$ cat config.mk
export PLATFORM = sky130hd
export DESIGN_NAME = clock_display
export DESIGN_NICKNAME = d
export VERILOG_FILES = /design/src/rtl/clock_display.sv
export SDC_FILE = /design/constraint.sdc
export NUM_CORES = 1
export LEC_CHECK = 0
export CORE_ASPECT_RATIO = 0.6
export CORE_UTILIZATION = 55
export DETAILED_ROUTE_END_ITERATION = 16
export GPL_TIMING_DRIVEN = 0
export PLACE_DENSITY_LB_ADDON = 0.12
export SLEW_MARGIN = 20
export SYNTH_ARGS = -nofsm -noshare
export SYNTH_HDL_FRONTEND = slang
export SYNTH_SLANG_ARGS = --single-unit
export TNS_END_PERCENT = 20
$ cat constraint.sdc
create_clock -name clk -period 5.4 [get_ports clk]
set_input_delay 1.62 -clock clk [delete_from_list [all_inputs] [get_ports clk]]
set_output_delay 1.62 -clock clk [all_outputs]
set_load 0.05 [all_outputs]
$ cat src/rtl/clock_display.sv
// Four-digit multiplexed 7-segment clock display driver.
// Scans min0, min1, hour0, hour1 in turn with PWM dimming inside each slot,
// a blinking colon on the hour0 slot, leading-zero blanking of hour1 and a
// per-frame snapshot of the digit inputs so a frame is never torn.
// All outputs are registered and active-low.
module clock_display #(
    parameter int SCAN_DIV  = 50000,
    parameter int BLINK_DIV = 25000000
) (
    input  logic       clk,
    input  logic       rst,
    input  logic [1:0] hour1,
    input  logic [3:0] hour0,
    input  logic [2:0] min1,
    input  logic [3:0] min0,
    input  logic       blank_lz,
    input  logic       colon_en,
    input  logic [1:0] dim,
    output logic [3:0] an,
    output logic [6:0] seg,
    output logic       dp
);

    localparam int SC_W = $clog2(SCAN_DIV);
    localparam int BC_W = $clog2(BLINK_DIV);
    localparam int QUARTER = SCAN_DIV / 4;
    localparam logic [SC_W-1:0] SC_LAST = SC_W'(SCAN_DIV - 1);
    localparam logic [BC_W-1:0] BC_LAST = BC_W'(BLINK_DIV - 1);

    logic [SC_W-1:0] sc_q, sc_d;
    logic [1:0]      di_q, di_d;
    logic [BC_W-1:0] bc_q, bc_d;
    logic            ph_q, ph_d;
    logic            first_q, first_d;
    logic [1:0]      sh_h1_q, sh_h1_d;
    logic [3:0]      sh_h0_q, sh_h0_d;
    logic [2:0]      sh_m1_q, sh_m1_d;
    logic [3:0]      sh_m0_q, sh_m0_d;
    logic [3:0]      an_q, an_d;
    logic [6:0]      seg_q, seg_d;
    logic            dp_q, dp_d;

    logic            sc_wrap, bc_wrap, load, active, blank, dash;
    logic [1:0]      v_h1;
    logic [3:0]      v_h0, v_m0, val;
    logic [2:0]      v_m1;
    logic [31:0]     win;

    // Active-low 7-segment patterns {g,f,e,d,c,b,a}; anything else is a dash.
    function automatic logic [6:0] seg_of(input logic [3:0] v);
        case (v)
            4'd0:    seg_of = 7'b1000000;
            4'd1:    seg_of = 7'b1111001;
            4'd2:    seg_of = 7'b0100100;
            4'd3:    seg_of = 7'b0110000;
            4'd4:    seg_of = 7'b0011001;
            4'd5:    seg_of = 7'b0010010;
            4'd6:    seg_of = 7'b0000010;
            4'd7:    seg_of = 7'b1111000;
            4'd8:    seg_of = 7'b0000000;
            4'd9:    seg_of = 7'b0010000;
            default: seg_of = 7'b0111111;
        endcase
    endfunction

    // Next-state logic for the scan/blink counters, snapshot and output pins.
    always_comb begin
        sc_wrap = (sc_q == SC_LAST);
        sc_d    = sc_wrap ? '0 : sc_q + 1'b1;
        di_d    = sc_wrap ? di_q + 2'd1 : di_q;

        bc_wrap = (bc_q == BC_LAST);
        bc_d    = bc_wrap ? '0 : bc_q + 1'b1;
        ph_d    = ph_q ^ bc_wrap;

        first_d = 1'b0;

        // Snapshot on the first clock out of reset and as the frame wraps 3->0.
        load    = first_q | (sc_wrap && (di_q == 2'd3));
        sh_h1_d = load ? hour1 : sh_h1_q;
        sh_h0_d = load ? hour0 : sh_h0_q;
        sh_m1_d = load ? min1  : sh_m1_q;
        sh_m0_d = load ? min0  : sh_m0_q;

        // The first slot after reset is drawn from the snapshot being taken
        // on that same clock, so no stale zero is flashed.
        v_h1 = first_q ? sh_h1_d : sh_h1_q;
        v_h0 = first_q ? sh_h0_d : sh_h0_q;
        v_m1 = first_q ? sh_m1_d : sh_m1_q;
        v_m0 = first_q ? sh_m0_d : sh_m0_q;

        val  = 4'd0;
        dash = 1'b0;
        case (di_q)
            2'd0: begin val = v_m0;          dash = (v_m0 > 4'd9); end
            2'd1: begin val = {1'b0, v_m1};  dash = (v_m1 > 3'd5); end
            2'd2: begin val = v_h0;          dash = (v_h0 > 4'd9); end
            default: begin val = {2'b00, v_h1}; dash = (v_h1 == 2'd3); end
        endcase

        win    = (32'(dim) + 32'd1) * 32'(QUARTER);
        active = (32'(sc_q) < win);
        blank  = (di_q == 2'd3) && blank_lz && (v_h1 == 2'd0);

        an_d = 4'hF;
        if (active && !blank) begin
            an_d = ~(4'b0001 << di_q);
        end
        seg_d = blank ? 7'h7F : (dash ? 7'b0111111 : seg_of(val));
        dp_d  = !((di_q == 2'd2) && colon_en && ph_q && active);
    end

    // State and output registers with synchronous reset.
    always_ff @(posedge clk) begin
        if (rst) begin
            sc_q    <= '0;
            di_q    <= 2'd0;
            bc_q    <= '0;
            ph_q    <= 1'b0;
            first_q <= 1'b1;
            sh_h1_q <= 2'd0;
            sh_h0_q <= 4'd0;
            sh_m1_q <= 3'd0;
            sh_m0_q <= 4'd0;
            an_q    <= 4'hF;
            seg_q   <= 7'h7F;
            dp_q    <= 1'b1;
        end else begin
            sc_q    <= sc_d;
            di_q    <= di_d;
            bc_q    <= bc_d;
            ph_q    <= ph_d;
            first_q <= first_d;
            sh_h1_q <= sh_h1_d;
            sh_h0_q <= sh_h0_d;
            sh_m1_q <= sh_m1_d;
            sh_m0_q <= sh_m0_d;
            an_q    <= an_d;
            seg_q   <= seg_d;
            dp_q    <= dp_d;
        end
    end

    assign an  = an_q;
    assign seg = seg_q;
    assign dp  = dp_q;

endmodule

Word-level counts from Yosys, hierarchy flattened --
Memories as Yosys holds them, arrays and structs flattened. Index checks and enable logic that the tools add are counted.
Word-level totals: flip-flop bits (word level) 70, bits in latches 0, memory bits (writable) 0, memory bits (read-only) 112, input port bits 19, output and inout bits 12, logic and storage cells 62, memories 1
Memory list:
- (no name shown) | words 16, bits a word 7, read ports 1, clocked after memory_dff 0, write ports 0, RTL line 51 | case (v)
Operators by class: $add $sub $neg 4, multiply operators 1, divide/modulo/power cells 0, magnitude comparators 4, eq/ne operators 6, shift operators 1, multiplexer cells 12, bitwise logic cells 4, reductions and logical operators 16
Operator list (number):
- adder 25 x 1 -> 25 bit, second input constant | 1
- equality test 25 bit, second input constant | 1
- < comparator 16 x 17 -> 1 bit | 1
- adder 16 x 1 -> 16 bit, second input constant | 1
- equality test 16 bit, second input constant | 1
- 2-to-1 mux 4 bit | 4
- multiplier 3 x 12 -> 15 bit, second input constant | 1
- case mux 4 bit (3 select lines) | 1
- greater-than comparator 4 bit, second input constant | 2
- OR reduction 2 bit | 4
- logical AND 1 bit | 7
- 2-to-1 mux 7 bit | 1
- equality test 2 bit, second input constant | 3
- 2-to-1 mux 3 bit | 2
- logical NOT 2 bit | 2
- 2-to-1 mux 2 bit | 2
- inverter 4 bit | 1
- << shifter 1 x 2 -> 4 bit, first input constant | 1
- adder 2 x 1 -> 3 bit, second input constant | 1
- greater-than comparator 3 bit, second input constant | 1
- case mux 1 bit (3 select lines) | 1
- OR reduction 3 bit | 1
- adder 2 x 1 -> 2 bit, second input constant | 1
- equality test 2 x 1 -> 1 bit, second input constant | 1
- other kinds (5) | 6

Logic depth before layout (Yosys ltp) --
Gate-level depths: netlist of run 1.
depth after elaboration 11, depth in mapped cells 11

Worst setup path after synthesis of run 1 --
Ideal clock, no wire load.
path kind in2reg, start point input dim[0], end point register an_q[3], in the netlist an[3], setup time 144 ps, arrival time 3574 ps, setup slack 1681 ps, stages on the path 10, buffers on the path 0, cell sequence inv_1 ha_1 xnor2_1 ha_1 xnor2_1 ha_1 a21o_1 a221oi_1 a21o_1 nand4_1
Between the ends: word-level cells in the longest chain between the ends 6
RTL lines:
- start: declaration | RTL line 18 | input logic [1:0] dim,
- adder 2 x 1 -> 3 bit | RTL line 101 | win = (32'(dim) + 32'd1) * 32'(QUARTER);
- multiplier 3 x 12 -> 15 bit | RTL line 101
- < comparator 16 x 17 -> 1 bit | RTL line 102 | active = (32'(sc_q) < win);
- logical AND 1 bit | RTL line 106 | if (active && !blank) begin
- inverter 1 bit (no source line)
- OR reduction 2 bit (no source line)
- end signal: assignment | RTL line 138 | an_q <= an_d;
- end: declaration | RTL line 39 | logic [3:0] an_q, an_d;
Every way passes these cells. A chain may end at the register's enable or synchronous reset.

Worst setup path after layout of run 1 --
start point input dim[0], end point register an_q[0], in the netlist an[0]
Same word-level chain as after synthesis.

==> out/results.txt, run 1 <==
status: finished clean
largest family of logic cells by synthesized area: simple AND/OR/NAND/NOR gates
H-tree depth: 3
NetSw: 0.285 mW
Setup TNS: 0 ns
Post-Syn Instances: 407
Worst-path clk slew: 0.06 ns
Max Clock Freq: 223 MHz
WL per Instance: 14.8 um
Port Buf Inserts: 30
Post-CTS Hold Buffers: 0
adder-cell share of the synthesized area: 0.105
total CTS buffers: 9
largest stage delay on the critical path: 0.70 ns
Ant. Diodes: 0
Fin Hold WS: 0.463 ns
internal power: 0.871 mW
CP Max Fanout: 9
Critical R2R Launch: first_q$_DFF_P_
Initial Utilization: 0.586
routed wire length: 7.95 mm
final hold vios: 0
Via Count: 2989
clock sink total: 70
chip width: 108 um
first-pass GRT wire length: 13.3 mm
post-synthesis async set-or-reset flop share: 0
Post-Place Cells: 521
dpl ws: 0.561 ns
Ports: 31
post-route ant nets: 0
Sw Ratio: 0.246
Static Leakage: 1.74 nW
placed instance area: 4100 um2
total global routing track utilization: 0.251
clock group share of total power: 0.401
Peak VDD IR: 0.000203 V
Worst Setup Start Kind: input port
finished layout cell area: 4320 um2
post-synthesis xor/xnor area fraction: 0.0900
largest buffer count on any clock path: 2
CP Class: in2reg
fin cells: 537
Syn Nets: 457
GPL Wtd Cong: 0.833
Residual DRC: 0
maxcap violations: 0
Comb pwr share: 0.130
fin crit share: 0.832
YS warnings: 0
Simple-Gate Fraction of Synth Area: 0.212
nets: 498
Final min period: 4.49 ns
layout cell share with drive strength beyond 1: 0.0751
Synth Cell Area: 3700 um2
Arr. time, crit path: 4.67 ns
Netlist cell types: 52
CP Cell Sequence: clkdlybuf4s50_1, inv_1, ha_1, xnor2_1, ha_1, xnor2_1, ha_1, a21o_1, a221oi_1, a21o_1, nand4_1
hold_sp: sc_q[0]$_SDFF_PP0_
Worst-Skew Late Latency: 0.35 ns
Starting DRT DRC Count: 145
Syn Area/Cell: 9.08 um2
Post-synth EDFFs: 0
most common cell in the netlist: dfxtp_1
Primary FF master, synth: dfxtp_1
mux cell area share after synthesis: 0.0900
first drt pass iteration count: 4
DIE AREA: 7060 um2
RSZ-0062 raised after global routing: false
final setup fails: 0
root buffer cell: clkbuf_8
worst slew pin tran: 0.766 ns
Crit path top cell by count: ha_1
Critical-path top delay cell: clkdlybuf4s50_1
Setup Buffers After CTS: 0
vias in the first global route: 2677
register share of total power: 0.469
area of the core: 6300 um2
crit path launch: dim[0]
Synth Area in Compound Gates: 0.0819
Max-slew headroom: 0.490
grt total ovfl: 0
CTS tree: yes
antenna violations before repair: 0
Vias/cell: 5.57
worst hold-check path type: reg2reg
CP endpoint kind: flop
sequential fraction of the synthesis area: 0.379
Synth top cells by count: dfxtp_1, nor2_1, ha_1
Synth area leaders: dfxtp_1, ha_1, xnor2_1
# resized after CTS: 0
final slew viol count: 0
Power per Cell Area: 268 nW/um2
Layout area overhead: 16.8%
register bit total from synthesis: 70
die height: 65.5 um
largest net degree at the start of global routing: 12
post-DP HPWL: 5.95 mm
site row count: 22
area leader, netlist: dfxtp_1
clock skew: 0.0115 ns
area share of the largest cell type after synthesis: 0.379
Crit path required time: 5.58 ns
Final Worst Setup Slack: 0.909 ns
cell families after synthesis:
| kind of cell | count (synthesis) |
|---|---|
| compound gates | 43 |
| xor+xnor | 38 |
| fa+ha+maj | 31 |
| buf+inv | 38 |
| flops | 70 |
| mux | 32 |
| simple gates | 155 |
layout make-up:
cell class	instances	area [um2]
Buffer	15	67.6
Multi-Input combinational cell	299	2140
Inverter	23	86.3
Timing Repair Buffer	30	300
Clock buffer	13	149
Tap cell	84	105
Sequential cell	70	1400
Fill cell	518	1990
Clock inverter	3	67.6
per-stage QoR:
step | power [mW] | util
CTS | 1.16 | 0.685
finish | 1.16 | 0.685
floorplan | 0.651 | -
global route | 1.21 | 0.685
global placement | 0.698 | 0.651
detailed placement | 0.702 | 0.651
final timing paths:
check                                           to  slack, ns  cells past startpoint
worst max-delay path              an[0]$_SDFF_PP1_       0.91                     11
worst min-delay path            sc_q[0]$_SDFF_PP0_       0.46                      1
worst max register to register   seg[5]$_SDFF_PP1_       2.70                      9
worst min register to register  sc_q[0]$_SDFF_PP0_       0.46                      1
power groups by stage:
stage | Combinational [mW] | Sequential (mW) | Clock, mW
2_1_floorplan | 0.0761 | 0.575 | 0
5_1_grt | 0.165 | 0.544 | 0.503
4_1_cts | 0.150 | 0.542 | 0.473
3_5_place_dp | 0.148 | 0.554 | 0
6_report | 0.150 | 0.542 | 0.463
3_3_place_gp | 0.145 | 0.553 | 0
placed cells by master, fill, tap and decap left out, types with 3 or more instances in the layout:
master / instances
xnor2_1: 29
nor3_1: 7
a21oi_1: 7
nor3b_1: 4
and3_1: 9
or3_1: 5
inv_1: 23
ha_1: 31
o31ai_1: 3
dfxtp_1: 70
a21o_1: 5
clkbuf_8: 10
nand3_1: 15
buf_2: 6
nand2_1: 10
mux2_2: 6
nor2_1: 64
xor2_1: 9
mux2i_1: 25
o21bai_1: 3
nand4_1: 13
clkdlybuf4s50_1: 30
nor4_1: 8
or2_2: 4
o21ai_0: 6
clkbuf_1: 9
worst max-delay path: cells and delay by family:
family                   cells  cell delay (ns)
buffers and inverters        2             0.89
AO/OA/AOI/OAI                3             0.70
AND/OR/NAND/NOR              1             0.14
adder cells (fa/ha/maj)      3             0.92
XOR/XNOR                     2             0.41
per-layer routing:
metal,global-route usage,vias up,share of wire
li1,-,1500,-
met1,0.366,1393,0.52
met2,0.353,94,0.41
met3,0.0942,2,0.075
met4,0.0411,0,0.0013
met5,0,-,0
Power figures use the tool's default switching activity.
==> run 2: changes to the inputs <==
--- a/config.mk
+++ b/config.mk
@@ -6,7 +6,7 @@
 export NUM_CORES = 1
 export LEC_CHECK = 0
 export CORE_ASPECT_RATIO = 0.6
-export CORE_UTILIZATION = 55
+export CORE_UTILIZATION = 52
 export DETAILED_ROUTE_END_ITERATION = 16
 export GPL_TIMING_DRIVEN = 0
 export PLACE_DENSITY_LB_ADDON = 0.12
==> constraint.sdc (replaced) <==
create_clock -name clk -period 3.7 [get_ports clk]
set_input_delay 1.11 -clock clk [delete_from_list [all_inputs] [get_ports clk]]
set_output_delay 1.11 -clock clk [all_outputs]
set_load 0.05 [all_outputs]
==> out/results.txt, run 2 (same netlist as run 1, synthesis figures left out) <==
Worst-Skew Late Latency: 0.33 ns (was 0.35 ns)
Ant. Diodes: 0 (unchanged)
total power after layout: 1.93 mW (was 1.16 mW)
area of the core: 6760 um2 (was 6300 um2)
Worst Setup Start Kind: input port (unchanged)
Initial Utilization: 0.547 (was 0.586)
final slew viol count: 0 (unchanged)
CP Class: in2reg (unchanged)
nets: 498 (unchanged)
final setup fails: 0 (unchanged)
post-route ant nets: 0 (unchanged)
RSZ-0062 raised after global routing: false (unchanged)
Worst-path clk slew: 0.05 ns (was 0.06 ns)
Max-slew headroom: 0.491 (was 0.490)
fin crit share: 0.958
antenna violations before repair: 0 (unchanged)
site row count: 23 (was 22)
layout cell share with drive strength beyond 1: 0.0863 (was 0.0751)
Final min period: 3.54 ns
fillcell total: 558 (was 518)
worst hold-check path type: reg2reg (unchanged)
root buffer cell: clkbuf_16 (was clkbuf_8)
Crit path required time: 3.88 ns (was 5.58 ns)
Residual DRC: 0 (unchanged)
chip width: 111 um (was 108 um)
M2 GR Usage: 0.349 (was 0.353)
Peak VDD IR: 0.000382 V (was 0.000203 V)
Max Clock Freq: 282 MHz
total global routing track utilization: 0.234 (was 0.251)
most frequent cells in the layout: dfxtp_1, nor2_1, ha_1 (unchanged)
H-tree depth: 3 (unchanged)
Setup TNS: 0 ns (unchanged)
Arr. time, crit path: 3.72 ns (was 4.67 ns)
vias in the first global route: 2766 (was 2677)
DIE AREA: 7460 um2 (was 7060 um2)
Via Count: 2946 (was 2989)
most common cell after layout, fill and taps aside: dfxtp_1 (unchanged)
most used routing layer: met2 (was met1)
largest net degree at the start of global routing: 13 (was 12)
clock sink total: 70 (unchanged)
maxcap violations: 0 (unchanged)
Setup Buffers After CTS: 0 (unchanged)
first drt pass iteration count: 5 (was 4)
die height: 67.3 um (was 65.5 um)
Power per Cell Area: 435 nW/um2 (was 268 nW/um2)
Ports: 31 (unchanged)
Starting DRT DRC Count: 241 (was 145)
status: finished clean (unchanged)
Port Buf Inserts: 30 (unchanged)
grt total ovfl: 0 (unchanged)
worst slew pin tran: 0.763 ns (was 0.766 ns)
clock skew: 0.00385 ns (was 0.0115 ns)
first-pass GRT wire length: 13.5 mm (was 13.3 mm)
routed wire length: 7.98 mm (was 7.95 mm)
CTS tree: yes (unchanged)
Layout area overhead: 20.2% (was 16.8%)
post-DP HPWL: 5.91 mm (was 5.95 mm)
CP Max Fanout: 5 (was 9)
CP endpoint kind: flop (unchanged)
Vias/cell: 5.47 (was 5.57)
GRT met3 Usage: 0.0655 (was 0.0942)
GPL Wtd Cong: 0.852 (was 0.833)
WL per Instance: 14.8 um (about the same)
largest buffer count on any clock path: 2 (unchanged)
GR Util met1: 0.328 (was 0.366)
total CTS buffers: 9 (unchanged)
final hold vios: 0 (unchanged)
Static Leakage: 1.79 nW (was 1.74 nW)
run 2: cell count changes in the layout (fill, tap and decap cells not counted), sizes merged:
cell / before / now
clkdlybuf4s50: 30 / 29
clkbuf: 19 / 17
clkinvlp: 1 / 2
clkinv: 0 / 1
run 2: path summary, 6_finish.rpt:
path | start | endpoint | slack [ns] | depth (start not counted)
setup reg to reg | first_q$_DFF_P_ | seg[5]$_SDFF_PP1_ | 1.11 | 9
hold / removal | sc_q[0]$_SDFF_PP0_ | sc_q[0]$_SDFF_PP0_ | 0.44 | 1
hold reg to reg | sc_q[0]$_SDFF_PP0_ | sc_q[0]$_SDFF_PP0_ | 0.44 | 1
setup / recovery | dim[1] | an[3]$_SDFF_PP1_ | 0.16 | 11
run 2: routing by layer:
layer  up-vias  wire, um
li1       1506         -
met1      1362      4170
met2        71      3280
met3         7       445
met4         0        80
met5         -         0
run 2: area by class of cell:
cell class,instances,area (um2),area share
plain buffers,15,67.6,0.0152
clock buffers,10,239,0.0538
clock inverters,5,83.8,0.0189
inverters,23,86.3,0.0194
multi-input cells,299,2160,0.486
flip-flops and latches,70,1400,0.315
well taps,87,109,0.0245
repair buffers,30,295,0.0665
run 2: repair_timing:
action | CTS | global route
setup endpoints to repair | 5 | 5
hold buffers | 0 | 0
pin swaps | 0 | 1
resized for setup | 1 | 4
run 2: stage by stage:
step,instances,hold slack (ns),area (um2),util,setup slack [ns]
3_5_place_dp,524,0.435,4110,0.607,-0.568
2_1_floorplan,407,0.413,3700,-,0.491
5_1_grt,539,0.488,4440,0.657,0.00108
4_1_cts,539,0.448,4430,0.655,0.0366
3_3_place_gp,524,0.429,4110,0.607,-0.509
6_report,539,0.441,4440,0.657,0.156
run 2: power breakdown:
group / total [mW] / switching (mW) / internal [mW]
logic: 0.221 / 0.125 / 0.0961
registers: 0.792 / 0.0139 / 0.779
clock network: 0.917 / 0.312 / 0.605
run 2: worst max-delay path, cell delays in order:
cell             delay (ns)
clkdlybuf4s50_1        0.53
inv_1                  0.12
ha_4                   0.25
xnor2_2                0.14
ha_1                   0.31
xnor2_1                0.17
ha_1                   0.26
a21o_1                 0.18
a221oi_1               0.29
a21o_1                 0.24
nand4_1                0.12
==> run 3: changes to the inputs <==
--- a/config.mk
+++ b/config.mk
@@ -5,12 +5,11 @@
 export SDC_FILE = /design/constraint.sdc
 export NUM_CORES = 1
 export LEC_CHECK = 0
-export CORE_ASPECT_RATIO = 0.6
-export CORE_UTILIZATION = 52
+export CORE_UTILIZATION = 55
 export DETAILED_ROUTE_END_ITERATION = 16
+export DONT_BUFFER_PORTS = 1
 export GPL_TIMING_DRIVEN = 0
 export PLACE_DENSITY_LB_ADDON = 0.12
-export SLEW_MARGIN = 20
 export SYNTH_ARGS = -nofsm -noshare
 export SYNTH_HDL_FRONTEND = slang
 export SYNTH_SLANG_ARGS = --single-unit
==> out/results.txt, run 3 (same netlist as run 1, synthesis figures left out) <==
WHS Path Cells: 1 (unchanged)
final hold vios: 0 (unchanged)
RSZ-0062 raised after global routing: false (unchanged)
Reg area: 1400 um2 (unchanged)
Layout Utilization: 0.629 (was 0.657)
first drt pass iteration count: 10 (was 5)
Layout area overhead: 9.31% (was 20.2%)
most common cell after layout, fill and taps aside: dfxtp_1 (unchanged)
Vias/cell: 5.59 (was 5.47)
Post-CTS Hold Buffers: 0 (unchanged)
Worst Reg2Reg Path Length in Cells: 9 (unchanged)
Arr. time, crit path: 3.29 ns (was 3.72 ns)
finished layout cell area: 4040 um2 (was 4440 um2)
Hold EP: sc_q[0]$_SDFF_PP0_ (unchanged)
FF-to-FF End: seg[5]$_SDFF_PP1_ (unchanged)
Max Clock Freq: 322 MHz (was 282 MHz)
Setup TNS: 0 ns (unchanged)
Max-slew headroom: 0.475 (was 0.491)
worst hold-check path type: reg2reg (unchanged)
grt total ovfl: 0 (unchanged)
H-tree depth: 3 (unchanged)
clock skew: 0.0108 ns (was 0.00385 ns)
reg2reg setup slack: 1.10 ns (was 1.11 ns)
fin crit share: 0.838 (was 0.958)
total CTS buffers: 9 (unchanged)
first-pass GRT wire length: 11.6 mm (was 13.5 mm)
Port Buf Inserts: 0 (was 30)
maxcap violations: 0 (unchanged)
post-route ant nets: 0 (unchanged)
area of the multi-input gates: 2140 um2 (was 2160 um2)
DIE AREA: 7050 um2 (was 7460 um2)
antenna violations before repair: 0 (unchanged)
Setup Buffers After CTS: 0 (unchanged)
# resized after CTS: 0 (was 1)
routed wire length: 7.04 mm (was 7.98 mm)
Ports: 31 (unchanged)
most frequent cells in the layout: dfxtp_1, nor2_1, ha_1 (unchanged)
Ant. Diodes: 0 (unchanged)
Static Leakage: 1.63 nW (was 1.79 nW)
status: complete, but fails checks (was finished clean)
largest net degree at the start of global routing: 13 (unchanged)
Critical R2R Launch: first_q$_DFF_P_ (unchanged)
CP endpoint kind: flop (unchanged)
Worst-Skew Late Latency: 0.33 ns (about the same)
dpl ws: 0.292 ns (was -0.568 ns)
Residual DRC: 14 (was 0)
Starting DRT DRC Count: 91 (was 241)
Initial Utilization: 0.575 (was 0.547)
clock sink total: 70 (unchanged)
area of the core: 6420 um2 (was 6760 um2)
Final Worst Setup Slack: 0.598 ns (was 0.156 ns)
die height: 84.0 um (was 67.3 um)
fin cells: 500 (was 539)
root buffer cell: clkbuf_8 (was clkbuf_16)
Worst-path clk slew: 0.07 ns (was 0.05 ns)
Via Count: 2793 (was 2946)
site row count: 29 (was 23)
final slew viol count: 0 (unchanged)
Power per Cell Area: 425 nW/um2 (was 435 nW/um2)
GPL Wtd Cong: 0.881 (was 0.852)
WL per Instance: 14.1 um (was 14.8 um)
largest buffer count on any clock path: 2 (unchanged)
total global routing track utilization: 0.204 (was 0.234)
chip width: 84.0 um (was 111 um)
Post-Place Cells: 484 (was 524)
Final min period: 3.10 ns (was 3.54 ns)
crit path launch: dim[0] (was dim[1])
worst slew pin tran: 0.787 ns (was 0.763 ns)
failing checks: DRC
fillcell total: 566 (was 558)
post-DP HPWL: 5.05 mm (was 5.91 mm)
layout cell share with drive strength beyond 1: 0.0851 (was 0.0863)
CP Class: in2reg (unchanged)
CP Max Fanout: 9 (was 5)
Crit path required time: 3.89 ns (was 3.88 ns)
Worst Setup Start Kind: input port (unchanged)
hold_sp: sc_q[0]$_SDFF_PP0_ (unchanged)
placed instance area: 3790 um2 (was 4110 um2)
Peak VDD IR: 0.000205 V (was 0.000382 V)
final setup fails: 0 (unchanged)
CTS tree: yes (unchanged)
vias in the first global route: 2571 (was 2766)
nets: 468 (was 498)
[run 3: power breakdown]
part	switching (mW)	internal (mW)
Sequential	0.0478	0.777
Combinational	0.0725	0.0621
Clock	0.290	0.468
[run 3: final cells by class]
class	instances	share of cell area
buffer	15	0.0167
clock buffer	11	0.0350
clock inverter	5	0.0263
inverter	23	0.0214
multi-input combinational	299	0.530
sequential	70	0.347
tap	77	0.0238
[run 3: how the worst max path moves through the flow]
stage | to | slack (ns)
global route | an[2]$_SDFF_PP1_ | 0.43
global placement | an[0]$_SDFF_PP1_ | 0.30
CTS | an[1]$_SDFF_PP1_ | 0.62
floorplan | an[3]$_SDFF_PP1_ | 0.49
detailed placement | an[1]$_SDFF_PP1_ | 0.29
finish | an[0]$_SDFF_PP1_ | 0.60
[run 3: layer usage]
metal / GRT usage / up-vias / routed length (um)
met3: 0.0406 / 9 / 299
met2: 0.335 / 56 / 3200
met1: 0.263 / 1285 / 3450
met5: 0 / - / 0
met4: 0.0815 / 0 / 97
li1: - / 1443 / -
[run 3: critical path, cell delays in order]
cell and delay, ns:
inv_1 0.06, ha_1 0.35, xnor2_1 0.20, ha_1 0.27, xnor2_1 0.17, ha_1 0.26
a21o_1 0.18, a221oi_1 0.29, a21o_1 0.25, nand4_1 0.13
[run 3: through the flow]
stage          hold WS [ns]  power [mW]
4_1_cts               0.446        1.73
3_5_place_dp          0.431       0.976
6_report              0.444        1.72
5_1_grt               0.451        1.79
2_1_floorplan         0.413       0.950
3_3_place_gp          0.427       0.974
